$ cat src/rtl/fetch_pc_sequencer_pkg.sv
// Shared definitions for the fetch PC sequencer: FSM encodings and PC constants.
package fetch_pc_sequencer_pkg;

    // Fetch FSM states
    typedef enum logic [1:0] {
        StRun    = 2'b00,
        StDrain  = 2'b01,
        StHalted = 2'b10
    } fetch_state_e;

    // Default PC loaded on reset
    localparam logic [15:0] RESET_PC_DEFAULT = 16'h0000;

    // Sequential fetch step (16-bit instructions)
    localparam logic [15:0] PC_INC = 16'd2;

endpackage

$ cat src/rtl/cla16b.sv
// 16-bit carry-lookahead adder built from four 4-bit lookahead groups.
module cla16b (
    input  logic [15:0] a,
    input  logic [15:0] b,
    input  logic        cin,
    output logic [15:0] sum,
    output logic        cout
);

    logic [15:0] gen;
    logic [15:0] prop;
    logic [16:0] carry;
    logic [3:0]  grp_gen;
    logic [3:0]  grp_prop;

    assign gen  = a & b;
    assign prop = a ^ b;

    // Group generate/propagate terms
    always_comb begin
        for (int k = 0; k < 4; k++) begin
            grp_prop[k] = prop[4*k] & prop[4*k+1] & prop[4*k+2] & prop[4*k+3];
            grp_gen[k]  = gen[4*k+3]
                        | (prop[4*k+3] & gen[4*k+2])
                        | (prop[4*k+3] & prop[4*k+2] & gen[4*k+1])
                        | (prop[4*k+3] & prop[4*k+2] & prop[4*k+1] & gen[4*k]);
        end
    end

    // Group carries come from the lookahead unit; bit carries are resolved inside each group
    always_comb begin
        carry[0]  = cin;
        carry[4]  = grp_gen[0] | (grp_prop[0] & cin);
        carry[8]  = grp_gen[1] | (grp_prop[1] & grp_gen[0]) | (grp_prop[1] & grp_prop[0] & cin);
        carry[12] = grp_gen[2] | (grp_prop[2] & grp_gen[1]) | (grp_prop[2] & grp_prop[1] & grp_gen[0])
                  | (grp_prop[2] & grp_prop[1] & grp_prop[0] & cin);
        carry[16] = grp_gen[3] | (grp_prop[3] & grp_gen[2]) | (grp_prop[3] & grp_prop[2] & grp_gen[1])
                  | (grp_prop[3] & grp_prop[2] & grp_prop[1] & grp_gen[0])
                  | (grp_prop[3] & grp_prop[2] & grp_prop[1] & grp_prop[0] & cin);
        for (int k = 0; k < 4; k++) begin
            carry[4*k+1] = gen[4*k] | (prop[4*k] & carry[4*k]);
            carry[4*k+2] = gen[4*k+1] | (prop[4*k+1] & gen[4*k])
                         | (prop[4*k+1] & prop[4*k] & carry[4*k]);
            carry[4*k+3] = gen[4*k+2] | (prop[4*k+2] & gen[4*k+1])
                         | (prop[4*k+2] & prop[4*k+1] & gen[4*k])
                         | (prop[4*k+2] & prop[4*k+1] & prop[4*k] & carry[4*k]);
        end
    end

    // Sum bits
    always_comb begin
        sum  = prop ^ carry[15:0];
        cout = carry[16];
    end

endmodule

$ cat src/rtl/fetch_pc_sequencer.sv
// Fetch PC sequencer: owns the fetch PC, drives the imem handshake and applies
// redirects, stalls and HALT, including those arriving while a fetch is outstanding.
module fetch_pc_sequencer
    import fetch_pc_sequencer_pkg::*;
#(
    parameter logic [15:0] RESET_PC = RESET_PC_DEFAULT,
    parameter int unsigned PC_W     = 16
) (
    input  logic            clk,
    input  logic            rst_n,
    input  logic            stall,
    input  logic            redirect,
    input  logic [PC_W-1:0] redirect_pc,
    input  logic            halt,
    output logic            imem_req,
    output logic [PC_W-1:0] imem_addr,
    input  logic            imem_ready,
    output logic            if_valid,
    output logic [PC_W-1:0] if_pc,
    output logic [PC_W-1:0] if_pc_plus2,
    output logic            flush,
    output logic            halted
);

    fetch_state_e    state_q, state_d;
    logic [PC_W-1:0] pc_q, pc_d;
    logic [PC_W-1:0] pend_pc_q, pend_pc_d;
    logic            halt_pend_q, halt_pend_d;

    logic [PC_W-1:0] pc_plus2;
    logic            pc_inc_cout_unused;
    logic            if_valid_raw;
    logic            flush_raw;

    cla16b u_pc_inc (
        .a    (pc_q),
        .b    (PC_INC),
        .cin  (1'b0),
        .sum  (pc_plus2),
        .cout (pc_inc_cout_unused)
    );

    // Next-state, next-PC mux and the combinational pipeline controls
    always_comb begin
        state_d      = state_q;
        pc_d         = pc_q;
        pend_pc_d    = pend_pc_q;
        halt_pend_d  = halt_pend_q;
        if_valid_raw = 1'b0;
        flush_raw    = 1'b0;

        unique case (state_q)
            StRun: begin
                if (redirect) begin
                    flush_raw = 1'b1;
                    if (imem_ready) begin
                        pc_d = redirect_pc;
                    end else begin
                        pend_pc_d   = redirect_pc;
                        halt_pend_d = 1'b0;
                        state_d     = StDrain;
                    end
                end else if (halt) begin
                    flush_raw = 1'b1;
                    if (imem_ready) begin
                        state_d = StHalted;
                    end else begin
                        halt_pend_d = 1'b1;
                        state_d     = StDrain;
                    end
                end else if (stall) begin
                    // Hold pc; the same address is refetched next cycle
                end else if (imem_ready) begin
                    if_valid_raw = 1'b1;
                    pc_d         = pc_plus2;
                end
            end

            StDrain: begin
                // The outstanding fetch is wrong-path; keep its address stable until ready
                if (redirect) begin
                    pend_pc_d   = redirect_pc;
                    halt_pend_d = 1'b0;
                    flush_raw   = 1'b1;
                end else if (halt) begin
                    halt_pend_d = 1'b1;
                end
                if (imem_ready) begin
                    if (halt_pend_d) begin
                        state_d = StHalted;
                    end else begin
                        pc_d    = pend_pc_d;
                        state_d = StRun;
                    end
                end
            end

            StHalted: begin
                // Only reset leaves HALTED
            end

            default: begin
                state_d = StRun;
            end
        endcase
    end

    // Architectural state registers
    always_ff @(posedge clk or negedge rst_n) begin
        if (!rst_n) begin
            state_q     <= StRun;
            pc_q        <= RESET_PC;
            pend_pc_q   <= '0;
            halt_pend_q <= 1'b0;
        end else begin
            state_q     <= state_d;
            pc_q        <= pc_d;
            pend_pc_q   <= pend_pc_d;
            halt_pend_q <= halt_pend_d;
        end
    end

    // Outputs; controls are forced quiet while reset is asserted
    always_comb begin
        imem_req    = rst_n & (state_q != StHalted);
        imem_addr   = pc_q;
        if_pc       = pc_q;
        if_pc_plus2 = pc_plus2;
        if_valid    = rst_n & if_valid_raw;
        flush       = rst_n & flush_raw;
        halted      = rst_n & (state_q == StHalted);
    end

endmodule
$ cat config.mk
export PLATFORM = sky130hd
export DESIGN_NAME = fetch_pc_sequencer
export DESIGN_NICKNAME = d
export VERILOG_FILES = /design/src/rtl/fetch_pc_sequencer_pkg.sv /design/src/rtl/cla16b.sv /design/src/rtl/fetch_pc_sequencer.sv
export SDC_FILE = /design/constraint.sdc
export NUM_CORES = 1
export LEC_CHECK = 0
export ABC_AREA = 1
export CORE_AREA = 10 10 87 89
export CTS_CLUSTER_DIAMETER = 40
export DETAILED_ROUTE_END_ITERATION = 16
export DIE_AREA = 0 0 97 99
export GPL_TIMING_DRIVEN = 0
export HOLD_SLACK_MARGIN = 0.05
export MAX_ROUTING_LAYER = met4
export PLACE_DENSITY = 0.81
export SYNTH_ARGS = -nofsm -noshare
export SYNTH_HDL_FRONTEND = slang
export SYNTH_HIERARCHICAL = 1
export SYNTH_SLANG_ARGS = --single-unit
export TNS_END_PERCENT = 30
$ cat constraint.sdc
create_clock -name clk -period 3.1 [get_ports clk]
set_clock_uncertainty 0.2 [all_clocks]
set_input_delay 0.62 -clock clk [delete_from_list [all_inputs] [get_ports clk]]
set_output_delay 0.62 -clock clk [all_outputs]
set_load 0.03 [all_outputs]
Word level (Yosys, flattened, before mapping):

Index checks and enable logic that the tools add are counted.

* flip-flop bits (word level): 35
* input bits: 22

* equal/unequal tests: 12
* multiplexer cells: 36
* bitwise gates (word level): 35
* reductions and logical operators: 6

Operators by type and width (count)
* $mux 16: 10
* $pmux 16 s2: 2
* $and 1x1->1: 32
* $xor 16x16->16: 1
* $mux 1: 15
* $mux 2: 6
* $ne 2x2->1 const B: 6
* $ne 3x3->1 const B: 4
* $pmux 2 s3: 1
* $reduce_and 3->1: 2
* $reduce_and 6->1: 1
* $pmux 1 s2: 2
* $reduce_and 4->1: 1
* $eq 2x1->1 const B: 1
* $eq 2x2->1 const B: 1
* $logic_not 2->1: 1
* $not 1->1: 2
* $reduce_bool 2->1: 1

Logic depth before layout (Yosys ltp):

Gate-level depths: netlist of run 1.

* depth after elaboration: 12
* gate-level depth with buffers: 19
* gate-level depth less buffers: 19

By module:

The synthesis of run 1 kept the hierarchy.

Modules (own cells, without submodules)
* fetch_pc_sequencer: instances 1, cells each 305, area an instance 2094.5 um^2
* cla16b: instances 1, cells each 120, area an instance 785.8 um^2

Worst setup path after synthesis of run 1:

OpenSTA, ideal clock, no wires.

* path type: register to output
* start: reg pc_q[1], in the netlist if_pc[1]
* end: out if_pc_plus2[9]
* data arrival time: 2315 ps
* slack: -35 ps
* cell stages (with the launch flop): 9
* cell sequence: dfrtp_1 ha_1 or2_0 nand3b_1 nand2_2 nand2_1 nand2_2 fa_1 xor2_1

* word-level cells in the longest chain between the ends: 4

Ends and longest elaborated chain
* start: declaration: line fetch_pc_sequencer.sv:26 `logic [PC_W-1:0] pc_q, pc_d;`
* start signal: assignment: line fetch_pc_sequencer.sv:117 `pc_q <= pc_d;`
* $and 1x1->1: line cla16b.sv:25 `| (prop[4*k+3] & prop[4*k+2] & gen[4*k+1])`
* $and 1x1->1: line cla16b.sv:34 `carry[8] = grp_gen[1] | (grp_prop[1] & grp_gen[0]) | (grp_prop[1] & grp_prop[0] & cin);`
* $and 1x1->1: line cla16b.sv:41 `carry[4*k+1] = gen[4*k] | (prop[4*k] & carry[4*k]);`
* $xor 16x16->16: line cla16b.sv:52 `sum = prop ^ carry[15:0];`
* end: declaration: line fetch_pc_sequencer.sv:20 `output logic [PC_W-1:0] if_pc_plus2,`

Every way passes these cells.

Worst setup path after layout of run 1:

* start: reg pc_q[1], in the netlist if_pc[1]
* end: out if_pc_plus2[13]

* word-level cells in the longest chain between the ends: 4

Ends and longest elaborated chain
* $and 1x1->1: line cla16b.sv:25
* $and 1x1->1: line cla16b.sv:35 `carry[12] = grp_gen[2] | (grp_prop[2] & grp_gen[1]) | (grp_prop[2] & grp_prop[1] & grp_gen[0])`
* $and 1x1->1: line cla16b.sv:41
* $xor 16x16->16: line cla16b.sv:52

Every way passes these cells.

==> results.yml, run 1 <==
critical_path:
  r2r_end: "if_pc[9]"
  path_cells: "ha_4, or2_0, nand3b_1, nand2_4, nand2_2, nand2_4, fa_2, xor2_2, buf_6"
  crit_top_cell: "nand2_4"
  reg2reg_depth: 15
  cp-startpoint: "if_pc[1]"
  r2r_slack_ps: 500
  cp_slowest_stage_delay_ps: 400
  crit_type: "flip-flop to output port"
  critPathArrivalTime_ps: 2260
  cp_max_fo: 5
  endpoint_kind: "output port"
  cp-endpoint: "if_pc_plus2[13]"
  worst_path_max_delay_cell: "dfrtp_1"
  reg2reg_from: "if_pc[1]"
  setup.worst_path.start_class: "flip-flop"
  cp.required_ps: 2280
die:
  pin_count: 74
  die_w_um: 97
  initial_utilization: 0.488
  dieArea_um2: 9600
  die_h_um: 99
  core-area_um2: 5850
  num_rows: 28
sta:
  relSlewSlack: 0.637
  rsz0062_at_grt: "true"
  period_share: 0.992
  fin_crit_ps: 3080
  hold_slack_ps: 80.9
  timing.fmax_mhz: 325
  setup_viol_count_final: 0
  slew_viol_final: 0
  hold_viol_final: 0
  worst_slew_pin_slew_ps: 545
pwr:
  clkPwrFrac: 0.221
  power_mw: 1.46
  p_leak_nw: 2.18
  combPwrFrac: 0.432
  power.internal_mw: 0.895
  power.switching_mw: 0.563
  ir_drop_mv: 0.275
  sw_frac_of_total: 0.386
  seq_power_share: 0.347
  powerDensity_nw_per_um2: 369
outcome:
  status: "completed"
detailed_routing:
  remaining_drc_errors: 0
  vias: 2986
  drtPass1Iterations: 5
  vias_per_cell: 4.98
  routed_wl_um: 7980
  wl_per_cell_um: 13.3
  ant_nets: 0
  drtIter0Drc: 193
cells_and_area:
  post_layout_nonfiller_instances: 600
  final_core_util: 0.675
  fillCellCount: 534
  area_growth_pct: 38.4
  design_area_um2: 3950
  layout.nets: 566
  drive_gt1_frac: 0.171
  num_antenna_cells: 0
clock_network:
  cts_buffers: 5
  h-tree-depth: 2
  cts_tree: "done"
  cts_root_buffer: "clkbuf_8"
  cts_num_sinks: 35
  clk_pin_slew_ps: 70
  postCtsHoldBufs: 0
  clock_path_buffers: 2
  clkLatencyLatePin_ps: 290
global_route:
  grt_max_degree: 37
  grt_use_total: 0.167
  grt_pass1_vias: 2912
  grt.overflow.total: 0
  antenna_found_initial: 0
  grt_first_pass_wirelength_um: 13400
synth:
  ys_warn_count: 6
  syn_area_per_cell_um2: 6.81
  syn_inst: 419
  syn_area_um2: 2850
run:
  drv_cap: 0
worst_hold_path:
  worstHoldPathType: "input port to async pin"
place:
  place_congestion: 0.894
  hpwl_um: 5960
  port-buffer-count: 73
  placed_cells: 587
  placed_area_um2: 3760
-- state kept, by name (all words and copies together) (netlist names) --
signal / count
halt_pend_q: 1
state_q: 2
pend_pc_q: 16
if_pc: 16
-- metrics by stage --
step	setup WS, ps	setup TNS, ps
after detailed placement	-382	-2230
after global placement	-1350	-6220
after global routing	-62.2	-186
final	24.4	0
after CTS	-115	-133
after floorplan	-19.1	-19.1
-- metal layers --
metal  share of wire  vias up  global-route usage
met1            0.42     1372               0.188
met2            0.49      127               0.288
met5               0        -                   -
met4           0.010        0              0.0284
li1                -     1476                   -
met3           0.079       11              0.0510
-- critical path: cells and delay by family, from the launching register on --
family / cells / cell delay (ps)
buffers and inverters: 1 / 160
adder cells (fa/ha/maj): 2 / 580
AND/OR/NAND/NOR: 5 / 650
flip-flops: 1 / 400
XOR/XNOR: 1 / 180
-- layout make-up --
cell class / instances / area [µm²] / share of cell area
buffer: 29 / 208 / 0.0526
clock buffer: 7 / 76.3 / 0.0193
clock inverter: 1 / 5.00 / 0.00127
inverter: 31 / 116 / 0.0295
multi-input combinational: 344 / 1840 / 0.466
sequential: 35 / 876 / 0.222
tap: 75 / 93.8 / 0.0238
timing repair buffer: 78 / 736 / 0.186
-- power by group through the flow --
stage          logic, mW  registers [mW]  clock network, mW
2_1_floorplan      0.358           0.535                  0
3_3_place_gp       0.600           0.512                  0
3_5_place_dp       0.607           0.513                  0
4_1_cts            0.599           0.505              0.328
5_1_grt            0.690           0.509              0.354
6_report           0.630           0.506              0.323
-- cell usage in the layout, fill, tap and decap left out, types with 2 or more instances in the layout --
master           count
nor2_1              16
inv_2                8
buf_2                3
nand2_4              6
dlymetal6s2s_1       2
ha_1                11
clkdlybuf4s50_1     56
buf_6                7
fa_1                 2
nand3_1             42
xor2_2               2
nand2_1            194
nor2_4               3
clkbuf_1             5
ha_4                 4
clkbuf_8             5
o21ai_0              2
nand2_2              5
conb_1              22
xnor2_1              3
dfrtp_1             35
clkbuf_2             8
inv_1               23
a21oi_1             11
fa_2                 2
dlygate4sd2_1        2
nand3_2              3
xor2_1               2
a21oi_2              2
buf_4               25
-- worst min path at each step --
stage / depth (start not counted) / end / startpoint
3_5_place_dp: 2 / pend_pc_q[1] / pend_pc_q[1]
3_3_place_gp: 2 / pend_pc_q[9] / pend_pc_q[9]
5_1_grt: 1 / if_pc[12] / rst_n
6_report: 1 / state_q[1] / rst_n
2_1_floorplan: 0 / halt_pend_q / rst_n
4_1_cts: 1 / if_pc[3] / rst_n
-- repair_timing --
action | in CTS | in global routing
gates resized for setup | 45 | 32
setup endpoints to repair | 18 | 14
setup buffers | 2 | 3
pin swaps | 6 | 4
(Power assumes the default switching activity.)
==> run 2: changes to the inputs <==
--- a/config.mk
+++ b/config.mk
@@ -14,6 +14,7 @@
 export HOLD_SLACK_MARGIN = 0.05
 export MAX_ROUTING_LAYER = met4
 export PLACE_DENSITY = 0.81
+export SLEW_MARGIN = 20
 export SYNTH_ARGS = -nofsm -noshare
 export SYNTH_HDL_FRONTEND = slang
 export SYNTH_HIERARCHICAL = 1
==> results.yml, run 2 (same netlist as run 1, synthesis figures left out) <==
outcome:
  status: "completed"
sta:
  rsz0062_at_grt: "true"
  period_share: 0.984
  setup_tns_ps: 0
  fin_crit_ps: 3050
  relSlewSlack: 0.653
  worst_slew_pin_slew_ps: 521
  slew_viol_final: 0
  hold_viol_final: 0
  setup_viol_count_final: 0
  timing.fmax_mhz: 328
die:
  initial_utilization: 0.488
  pin_count: 74
  core-area_um2: 5850
  die_h_um: 99
  num_rows: 28
  die_w_um: 97
  dieArea_um2: 9600
critical_path:
  endpoint_kind: "output port"
  worst_path_max_delay_cell: "dfrtp_1"
  path_cells: "ha_4, or2_0, nand3b_1, nand2_4, nand2_2, nand2_4, fa_2, xor2_2, buf_4"
  setup.worst_path.start_class: "flip-flop"
  cp_slowest_stage_delay_ps: 390
  crit_top_cell: "nand2_4"
  r2r_slack_ps: 600
  cp_max_fo: 5
  crit_type: "flip-flop to output port"
  cp.required_ps: 2280
  critPathArrivalTime_ps: 2230
global_route:
  grt.overflow.total: 0
  use_met3: 0.0489
  grt_use_met1: 0.192
  met2_usage: 0.290
  grt_use_total: 0.170
  grt_first_pass_wirelength_um: 13500
  antenna_found_initial: 0
  grt_pass1_vias: 2908
  grt_max_degree: 22
  top_usage_layer: "met2"
pwr:
  p_leak_nw: 2.16
  powerDensity_nw_per_um2: 368
  ir_drop_mv: 0.284
clock_network:
  cts_root_buffer: "clkbuf_8"
  postCtsHoldBufs: 0
  h-tree-depth: 2
  cts_tree: "done"
  clk_pin_slew_ps: 80
  clock_path_buffers: 2
  cts_num_sinks: 35
  cts_buffers: 5
  clkLatencyLatePin_ps: 290
cells_and_area:
  layout.nets: 564
  num_antenna_cells: 0
  layout_common_cells: "nand2_1, clkdlybuf4s50_1, nand3_1, dfrtp_1, inv_1"
  area_growth_pct: 37.6
  design_area_um2: 3930
  layout_commonest_cell: "nand2_1"
  drive_gt1_frac: 0.168
place:
  port-buffer-count: 73
  hpwl_um: 6130
  placed_area_um2: 3780
  place_congestion: 0.894
detailed_routing:
  drtPass1Iterations: 7
  vias: 2939
  wl_per_cell_um: 13.2
  drtIter0Drc: 150
  vias_per_cell: 4.91
  routed_wl_um: 7870
  remaining_drc_errors: 0
  ant_nets: 0
worst_hold_path:
  worstHoldPathType: "input port to async pin"
run:
  drv_cap: 0
==> run 2: worst max-delay path, delay by kind of cell (launching register included) <==
kind	cells	cell delay, ps
adders and majority gates	2	570
and+or+nand+nor	5	630
xor gates and xnor gates	1	170
buffers and inverters	1	190
DFF	1	390
==> run 2: timing repair <==
item / 4_1_cts / 5_1_grt
resized for setup: 43 / 28
pin swaps: 5 / 2
endpoints found under the setup margin: 16 / 14
gates cloned: 0 / 0
buffers inserted: 2 / 0
==> run 2: worst paths after layout <==
path	start	end	depth (start not counted)
min reg2reg	pend_pc_q[10]	pend_pc_q[10]	2
max reg2reg	if_pc[1]	if_pc[13]	15
min	rst_n	pend_pc_q[4]	1
max in group asynchronous	rst_n	pend_pc_q[15]	2
min in group clk	pend_pc_q[10]	pend_pc_q[10]	2
max	if_pc[1]	if_pc_plus2[13]	9
==> run 2: layout make-up <==
class,instances,area (µm²)
Clock inverter,1,5.00
Buffer,29,208
Multi-Input combinational cell,344,1820
Inverter,31,116
Tap cell,75,93.8
Sequential cell,35,876
Timing Repair Buffer,76,734
Fill cell,544,1920
Clock buffer,7,76.3
==> run 2: metrics by stage <==
stage	hold slack, ps	utilization	instances	setup slack [ps]	power, mW
2_1_floorplan	124	-	439	-19.1	0.893
3_3_place_gp	254	0.643	587	-1350	1.11
3_5_place_dp	259	0.647	588	-375	1.12
4_1_cts	58.6	0.666	598	-103	1.44
5_1_grt	64.5	0.671	598	-62.1	1.54
6_report	53.4	0.671	598	48.3	1.44
==> run 2: power by group <==
group          internal (mW)  switching, mW
logic                  0.249          0.367
clock network          0.158          0.164
registers              0.481         0.0242
==> run 2: routing by layer <==
metal  vias up  share of wire  routed length, µm
met5         -              0                  0
met4         0         0.0083                 65
met3         7          0.072                565
met2        94           0.50               3970
met1      1363           0.42               3270
li1       1475              -                  -
